[config.mk]
export PLATFORM = sky130hd
export DESIGN_NAME = vector_sequencer
export DESIGN_NICKNAME = d
export VERILOG_FILES = /design/src/rtl/vector_sequencer.sv
export SDC_FILE = /design/constraint.sdc
export NUM_CORES = 1
export LEC_CHECK = 0
export ABC_AREA = 1
export CORE_MARGIN = 3
export CORE_UTILIZATION = 58
export DETAILED_ROUTE_END_ITERATION = 12
export GPL_TIMING_DRIVEN = 0
export PLACE_DENSITY = 0.76
export SYNTH_ARGS = -nofsm -noshare
export SYNTH_HDL_FRONTEND = slang
export SYNTH_SLANG_ARGS = --single-unit
[constraint.sdc]
create_clock -name clk -period 2.2 [get_ports clk]
set_input_delay 0.66 -clock clk [delete_from_list [all_inputs] [get_ports clk]]
set_output_delay 0.66 -clock clk [all_outputs]
set_load 0.005 [all_outputs]
[src/rtl/vector_sequencer.sv]
// vector_sequencer: self-running command issuer for the vector processor.
// Holds a small program of vector instructions and presents them one at a
// time on a ready/valid command port (opcode, rf_address, mem_address).
// Optional feature: define VSEQ_PERF_CNT_EN to build the saturating stall
// counter behind stall_cnt; without it stall_cnt is a constant zero.
module vector_sequencer #(
  parameter int PROG_AW = 4
) (
  input  logic               clk,
  input  logic               rst_n,
  input  logic               prog_we,
  input  logic [PROG_AW-1:0] prog_addr,
  input  logic [9:0]         prog_wdata,
  input  logic               start,
  input  logic [PROG_AW-1:0] start_pc,
  input  logic               cmd_ready,
  output logic               cmd_valid,
  output logic [1:0]         opcode,
  output logic [1:0]         rf_address,
  output logic [4:0]         mem_address,
  output logic               busy,
  output logic               done,
  output logic [PROG_AW-1:0] pc,
  output logic [15:0]        stall_cnt
);

  localparam int                 DEPTH   = 2**PROG_AW;
  localparam logic [PROG_AW-1:0] LAST_PC = {PROG_AW{1'b1}};

  typedef enum logic [1:0] {S_IDLE, S_FETCH, S_ISSUE, S_DONE} state_t;

  state_t             r_state;
  // Command fields {opcode, rf_address, mem_address} live in the main store;
  // the halt bits sit in a small separate array so the fetch edge can decide
  // cmd_valid in the same cycle the command fields are read.
  logic [8:0]         r_mem  [DEPTH];
  logic               r_halt [DEPTH];
  logic [8:0]         r_cmd;
  logic               r_cmd_valid;
  logic               r_busy;
  logic               r_done;
  logic [PROG_AW-1:0] r_pc;
  logic               w_prog_en;

  // Program writes are only honoured while no program is running
  assign w_prog_en = prog_we && (r_state == S_IDLE || r_state == S_DONE);

  // Program store write port; not reset so the program survives rst_n
  always_ff @(posedge clk) begin
    if (w_prog_en) begin
      r_mem[prog_addr]  <= prog_wdata[8:0];
      r_halt[prog_addr] <= prog_wdata[9];
    end
  end

  // Sequencer FSM: fetch, offer the command until accepted, advance or finish
  always_ff @(posedge clk or negedge rst_n) begin
    if (!rst_n) begin
      r_state     <= S_IDLE;
      r_cmd       <= '0;
      r_cmd_valid <= 1'b0;
      r_busy      <= 1'b0;
      r_done      <= 1'b0;
      r_pc        <= '0;
    end else begin
      r_done <= 1'b0;
      case (r_state)
        S_IDLE: begin
          if (start) begin
            r_pc    <= start_pc;
            r_busy  <= 1'b1;
            r_state <= S_FETCH;
          end
        end
        S_FETCH: begin
          // Registered read; a halt word never raises cmd_valid
          r_cmd       <= r_mem[r_pc];
          r_cmd_valid <= ~r_halt[r_pc];
          r_state     <= S_ISSUE;
        end
        S_ISSUE: begin
          if (!r_cmd_valid) begin
            // Halt word fetched: finish without offering a command
            r_busy  <= 1'b0;
            r_done  <= 1'b1;
            r_state <= S_DONE;
          end else if (cmd_ready) begin
            r_cmd_valid <= 1'b0;
            if (r_pc == LAST_PC) begin
              // End of the store: stop rather than wrap to address 0
              r_busy  <= 1'b0;
              r_done  <= 1'b1;
              r_state <= S_DONE;
            end else begin
              r_pc    <= r_pc + 1'b1;
              r_state <= S_FETCH;
            end
          end
        end
        S_DONE: begin
          r_state <= S_IDLE;
        end
        default: begin
          r_state <= S_IDLE;
        end
      endcase
    end
  end

`ifdef VSEQ_PERF_CNT_EN
  logic [15:0] r_stall_cnt;

  // Count cycles a command is offered but refused, saturating at all-ones
  always_ff @(posedge clk or negedge rst_n) begin
    if (!rst_n) begin
      r_stall_cnt <= '0;
    end else if (r_state == S_IDLE && start) begin
      r_stall_cnt <= '0;
    end else if (r_state == S_ISSUE && r_cmd_valid && !cmd_ready &&
                 r_stall_cnt != 16'hFFFF) begin
      r_stall_cnt <= r_stall_cnt + 16'd1;
    end
  end

  assign stall_cnt = r_stall_cnt;
`else
  assign stall_cnt = 16'd0;
`endif

  assign cmd_valid   = r_cmd_valid;
  assign opcode      = r_cmd[8:7];
  assign rf_address  = r_cmd[6:5];
  assign mem_address = r_cmd[4:0];
  assign busy        = r_busy;
  assign done        = r_done;
  assign pc          = r_pc;

endmodule

After elaboration in Yosys (flattened, before gate mapping). Memory sizes are Yosys's and may differ from the RTL's. A register that Yosys moved wholly into a read port is not among the register bits. Cells that the tools add are included.

Bits in registers: 9. Word-level logic and storage cells: 52. Output and inout port bits: 32. Memory bits (writable): 160. Memories: 2. Input port bits: 23.

Bitwise gates (word level): 1. Mux-type cells: 24. Equal/unequal tests: 10. $add $sub $neg: 1. Reductions and logical operators: 9.

Memories: r_mem (words 16, width 9, read ports 1, clocked after memory_dff 1, wr ports 1, line 36) `logic [8:0] r_mem [DEPTH];`; r_halt (words 16, width 1, read ports 1, clocked after memory_dff 0, wr ports 1, line 37) `logic r_halt [DEPTH];`.

Operators with widths (number): two-way mux 4 bit (4); two-way mux 1 bit (12); two-way mux 2 bit (4); inequality test 2 bit (second input constant) (4); one-hot mux 2 bit (4 select lines) (1); one-hot mux 4 bit (2 select lines) (1); inequality test 3 bit (second input constant) (2); AND reduction 5 bit (1); adder 4 x 1 -> 4 bit (second input constant) (1); == test 2 bit (second input constant) (2); == test 4 bit (second input constant) (1); one-hot mux 1 bit (2 select lines) (2); AND reduction 4 bit (1); nonzero test 2 bit (2); == test 2 x 1 -> 1 bit (second input constant) (1); zero test 2 bit (1); AND reduction 2 bit (1); logical AND 1 bit (1); zero test 1 bit (1); logical OR 1 bit (1); NOT 1 bit (1).

Depth between registers and ports, before layout.
Word-level depth: 5. Mapped depth: 10. Gate-level depth less buffers: 9.

Least setup slack after synthesis. No wires, ideal clock.

Path kind: register to register. Start point: register r_state[0]. End point: memory r_halt[10] (enable). Data arrival time: 1.535 ns. Data required time: 1.824 ns. Library setup time: 0.376 ns. Clock period less this slack: 1.912 ns. Setup slack: 0.288 ns. Cell stages (with the launch flop): 6. Buffers on the path: 0. Cells stage by stage: dfrtp_1 inv_1 ha_1 nor2_1 nand3_1 nor2_1.

Cells in the longest elaborated chain, start to end: 5. Elaborated cells on any way between the ends: 6. Classes of those cells: 1 x eq/ne; 2 x mux; 3 x reduce/logical.

Ends and longest elaborated chain: from (decl) (line 32) `state_t r_state;`; from (signal assigned) (line 59) `r_state <= S_IDLE;`; from (signal assigned) (line 72) `r_state <= S_FETCH;`; from (signal assigned) (line 79) `r_state <= S_ISSUE;`; == test 2 bit / zero test 2 bit (equally long branches) (line 46) `assign w_prog_en = prog_we && (r_state == S_IDLE || r_state == S_DONE);`; logical OR 1 bit (*) (line 46); logical AND 1 bit (*) (line 46); two-way mux 1 bit (*) (line 50) `if (w_prog_en) begin`; two-way mux 1 bit (not written as such) (*) (line 52) `r_halt[prog_addr] <= prog_wdata[9];`; to (decl) (line 37).

Mark *: on every way between the ends. The rest lies on a longest branch, timed or not.

Final worst setup path.
Start point: register r_state[0]. End point: memory r_mem[12][4] (enable).

Cells in the longest elaborated chain, start to end: 5. Elaborated cells on any way between the ends: 6. Classes of those cells: 1 x eq/ne; 2 x mux; 3 x reduce/logical.

Ends and longest elaborated chain: == test 2 bit / zero test 2 bit (equally long branches) (line 46); logical OR 1 bit (*) (line 46); logical AND 1 bit (*) (line 46); two-way mux 1 bit (*) (line 50); two-way mux 1 bit (not written as such) (*) (line 51) `r_mem[prog_addr] <= prog_wdata[8:0];`; to (decl) (line 36).

Marked as above.

==> flow_metrics.env <==
export IMPL_synth_top_area_share_pct=63.89
export IMPL_path_buf_inv=2
export IMPL_num_antenna_cells=0
export IMPL_drt_wl_total_mm=18.92
export IMPL_htree_levels=4
export IMPL_total_power_mw=10.91
export IMPL_die_h_um=119.9
export IMPL_hold_ws_ps=476.3
export IMPL_dp_hpwl_mm=11.72
export IMPL_yosysTopAreaCell="edfxtp_1"
export IMPL_required_ps=2340
export IMPL_first_pass_iters=5
export IMPL_maxSlewHeadroom_pct=48.05
export IMPL_cts_buffer_depth=2
export IMPL_synth_seq_area_share_pct=69.88
export IMPL_synth_distinct_cells=23
export IMPL_placedCellCount=897
export IMPL_detail_route_wl_per_cell_um=20.11
export IMPL_nNetsFinal=792
export IMPL_top_layer="met4"
export IMPL_fin_skew_ps=18.33
export IMPL_hold_violations=0
export IMPL_antenna_found_initial=0
export IMPL_path_cells="inv_1 > ha_1 > nor2_1 > nand2_1 > nor2_4 > buf_12"
export IMPL_die_w_um=119.9
export IMPL_fp_row_count=40
export IMPL_slew_violations=0
export IMPL_grt_overflow_total=0
export IMPL_fp_dieArea_um2=14370
export IMPL_drtAntennaViolNets=0
export IMPL_coreArea_um2=12360
export IMPL_vias_per_cell=5.814
export IMPL_arrival_ps=2380
export IMPL_synth_yosys_warnings=0
export IMPL_critPathSlowestCell="nand2_1"
export IMPL_p_leak_nw=3.536
export IMPL_drv_cap=0
export IMPL_wl_met1_mm=6.918
export IMPL_numCtsBuffers=17
export IMPL_setup_viol=48
export IMPL_final_setup_tns_ps=-1217
export IMPL_ys_seq_elements=178
export IMPL_drc=0
export IMPL_cp_start_kind="flip-flop"
export IMPL_postSynthAreaPerCell_um2=11.12
export IMPL_min_period_over_period_pct=101.9
export IMPL_critical_path_max_stage_delay_ps=400
export IMPL_path_class="reg -> reg"
export IMPL_worstHoldPathType="reg -> reg"
export IMPL_grt_pass1_wl_mm=27.34
export IMPL_endpoint_kind="flip-flop"
export IMPL_cts_root_buffer="clkbuf_16"
export IMPL_gp_congestion=0.9808
export IMPL_route_vias_total=5471
export IMPL_synth_area_top_cells="edfxtp_1 (64%), nand2_1 (13%), nand3_1 (8.4%), dfrtp_1 (6.0%), buf_4 (2.0%)"
export IMPL_grt_max_degree=19
export IMPL_wl_met2_mm=9.374
export IMPL_layoutNonFillerInstCount=941
export IMPL_area_delta_synth_final_pct=20.97
export IMPL_cts_tree="yes"
export IMPL_failed_checks="setup timing"
export IMPL_rrSetupSlack_ps=-40
export IMPL_run_status="finished with violations"
export IMPL_syn_inst=676
export IMPL_vdd_ir_drop_max_mv=0.7164
export IMPL_grt_util_all_layers_pct=25.88
export IMPL_max_freq_mhz=446.0
export IMPL_cellPowerDensity_nw_per_um2=1199
export IMPL_setup_ws_ps=-42.34
export IMPL_clock_sinks=178
export IMPL_portBuffers=38
export IMPL_initialDrtViolationCount=605
export IMPL_drive_above_1_share_pct=14.10
export IMPL_syn_area_um2=7520
export IMPL_rsz0062_at_grt="true"
export IMPL_grt_pass1_vias=5141
export IMPL_critical_path_max_fanout=9
export IMPL_start_util_pct=60.83
export IMPL_path_clk_slew_ps=60
export IMPL_worstSkewPairLatency_ps=430
export IMPL_route_met3_wl_mm=2.011
export IMPL_boundaryPins=55
export IMPL_fin_crit_ps=2242
export IMPL_crit_family="simple AND/OR/NAND/NOR gates"
export IMPL_worst_pin_slew_ps=776.8
==> sequential cells by signal, summed over array words and instances (netlist names) <==
| signal | flops |
|---|---|
| cmd_valid | 1 |
| done | 1 |
| r_state | 2 |
| r_mem | 144 |
| pc | 4 |
| busy | 1 |
| r_cmd | 9 |
| r_halt | 16 |
==> cell type report <==
class                   count  area [um2]
plain buffers              49       341.6
clock buffers              19       432.9
clock inverters             9       46.29
fillers                   828        3266
inverters                  16       60.06
multi-input cells         448        2049
flip-flops and latches    178        5255
well taps                 168       210.2
repair buffers             54       700.7
==> routing by layer <==
metal	GRT usage, %	up-vias
met4	9.950	0
met5	0	-
met1	32.72	2551
met3	6.692	56
li1	-	2455
met2	43.26	409
==> Yosys cell counts <==
library cell	n
edfxtp_1	160
buf_1	1
conb_1	1
nand2_2	1
inv_1	12
or2_2	2
o21a_1	1
buf_2	18
nand2_1	256
buf_4	20
o21ai_0	7
a22oi_1	1
o21ai_1	2
inv_2	3
xor2_1	1
clkinv_1	1
nor2_1	26
clkbuf_1	2
buf_6	8
nand3_1	126
a21oi_1	4
dfrtp_1	18
ha_1	5
==> placed cells by master (no fill, tap or decap), types with 5 or more instances in the layout <==
| cell type | instances |
|---|---|
| buf_6 | 8 |
| nand2_1 | 256 |
| ha_1 | 5 |
| buf_12 | 16 |
| o21ai_0 | 7 |
| nor2_4 | 16 |
| nor2_1 | 10 |
| buf_4 | 20 |
| conb_1 | 16 |
| clkdlybuf4s50_1 | 38 |
| buf_2 | 18 |
| dfrtp_1 | 18 |
| clkbuf_16 | 17 |
| nand3_1 | 124 |
| edfxtp_1 | 160 |
| inv_1 | 12 |
==> what timing repair did <==
action | in CTS | in global routing
gates resized for setup | 27 | 7
setup endpoints to repair | 160 | 150
buffers inserted | 0 | 16
cloned | 0 | 0
pin swaps | 0 | 16
hold buffers | 0 | 0
==> power by group <==
part | total (mW) | internal, mW | switching, mW
combinational | 4.29 | 1.49 | 2.80
sequential | 4.09 | 3.95 | 0.144
clock | 2.53 | 1.39 | 1.14
total | 10.9 | 6.83 | 4.08
==> final timing paths <==
kind                                         from                endpoint  depth (start not counted)
min                          r_cmd[5]$_DFFE_PN0N_    r_cmd[5]$_DFFE_PN0N_                          2
max                        r_state[0]$_DFFE_PN0P_  r_mem[12][4]$_DFFE_PP_                          6
max in group asynchronous                   rst_n  r_state[0]$_DFFE_PN0P_                          1
min reg2reg                  r_cmd[5]$_DFFE_PN0N_    r_cmd[5]$_DFFE_PN0N_                          2
min in group asynchronous                   rst_n       pc[3]$_DFFE_PN0P_                          1
max reg2reg                r_state[0]$_DFFE_PN0P_  r_mem[12][4]$_DFFE_PP_                          6
==> per-stage QoR <==
| stage | util [%] | worst slack [ps] | cell area (um2) |
|---|---|---|---|
| floorplan | - | 288.5 | 7576 |
| global placement | 66.06 | -674.2 | 8167 |
| detailed placement | 66.06 | -734.0 | 8167 |
| CTS | 70.71 | -154.7 | 8741 |
| global route | 73.58 | -124.9 | 9096 |
| finish | 73.58 | -42.34 | 9096 |
==> cells by family after synthesis <==
| family | Yosys count | share of synthesized area, % |
|---|---|---|
| other | 1 | 0.04987 |
| xor gates and xnor gates | 1 | 0.1165 |
| and+or+nand+nor | 411 | 22.71 |
| buffers and inverters | 65 | 5.341 |
| adders and majority gates | 5 | 0.8319 |
| AOI/OAI and AO/OA | 15 | 1.065 |
| DFF | 178 | 69.88 |
==> tightest hold or removal path, cell delays in order, from the launching register on <==
cell and delay (ps):
dfrtp_1 340, nand2_1 60, nand2_1 50
Note: power is estimated with default switching activity, not from simulation.
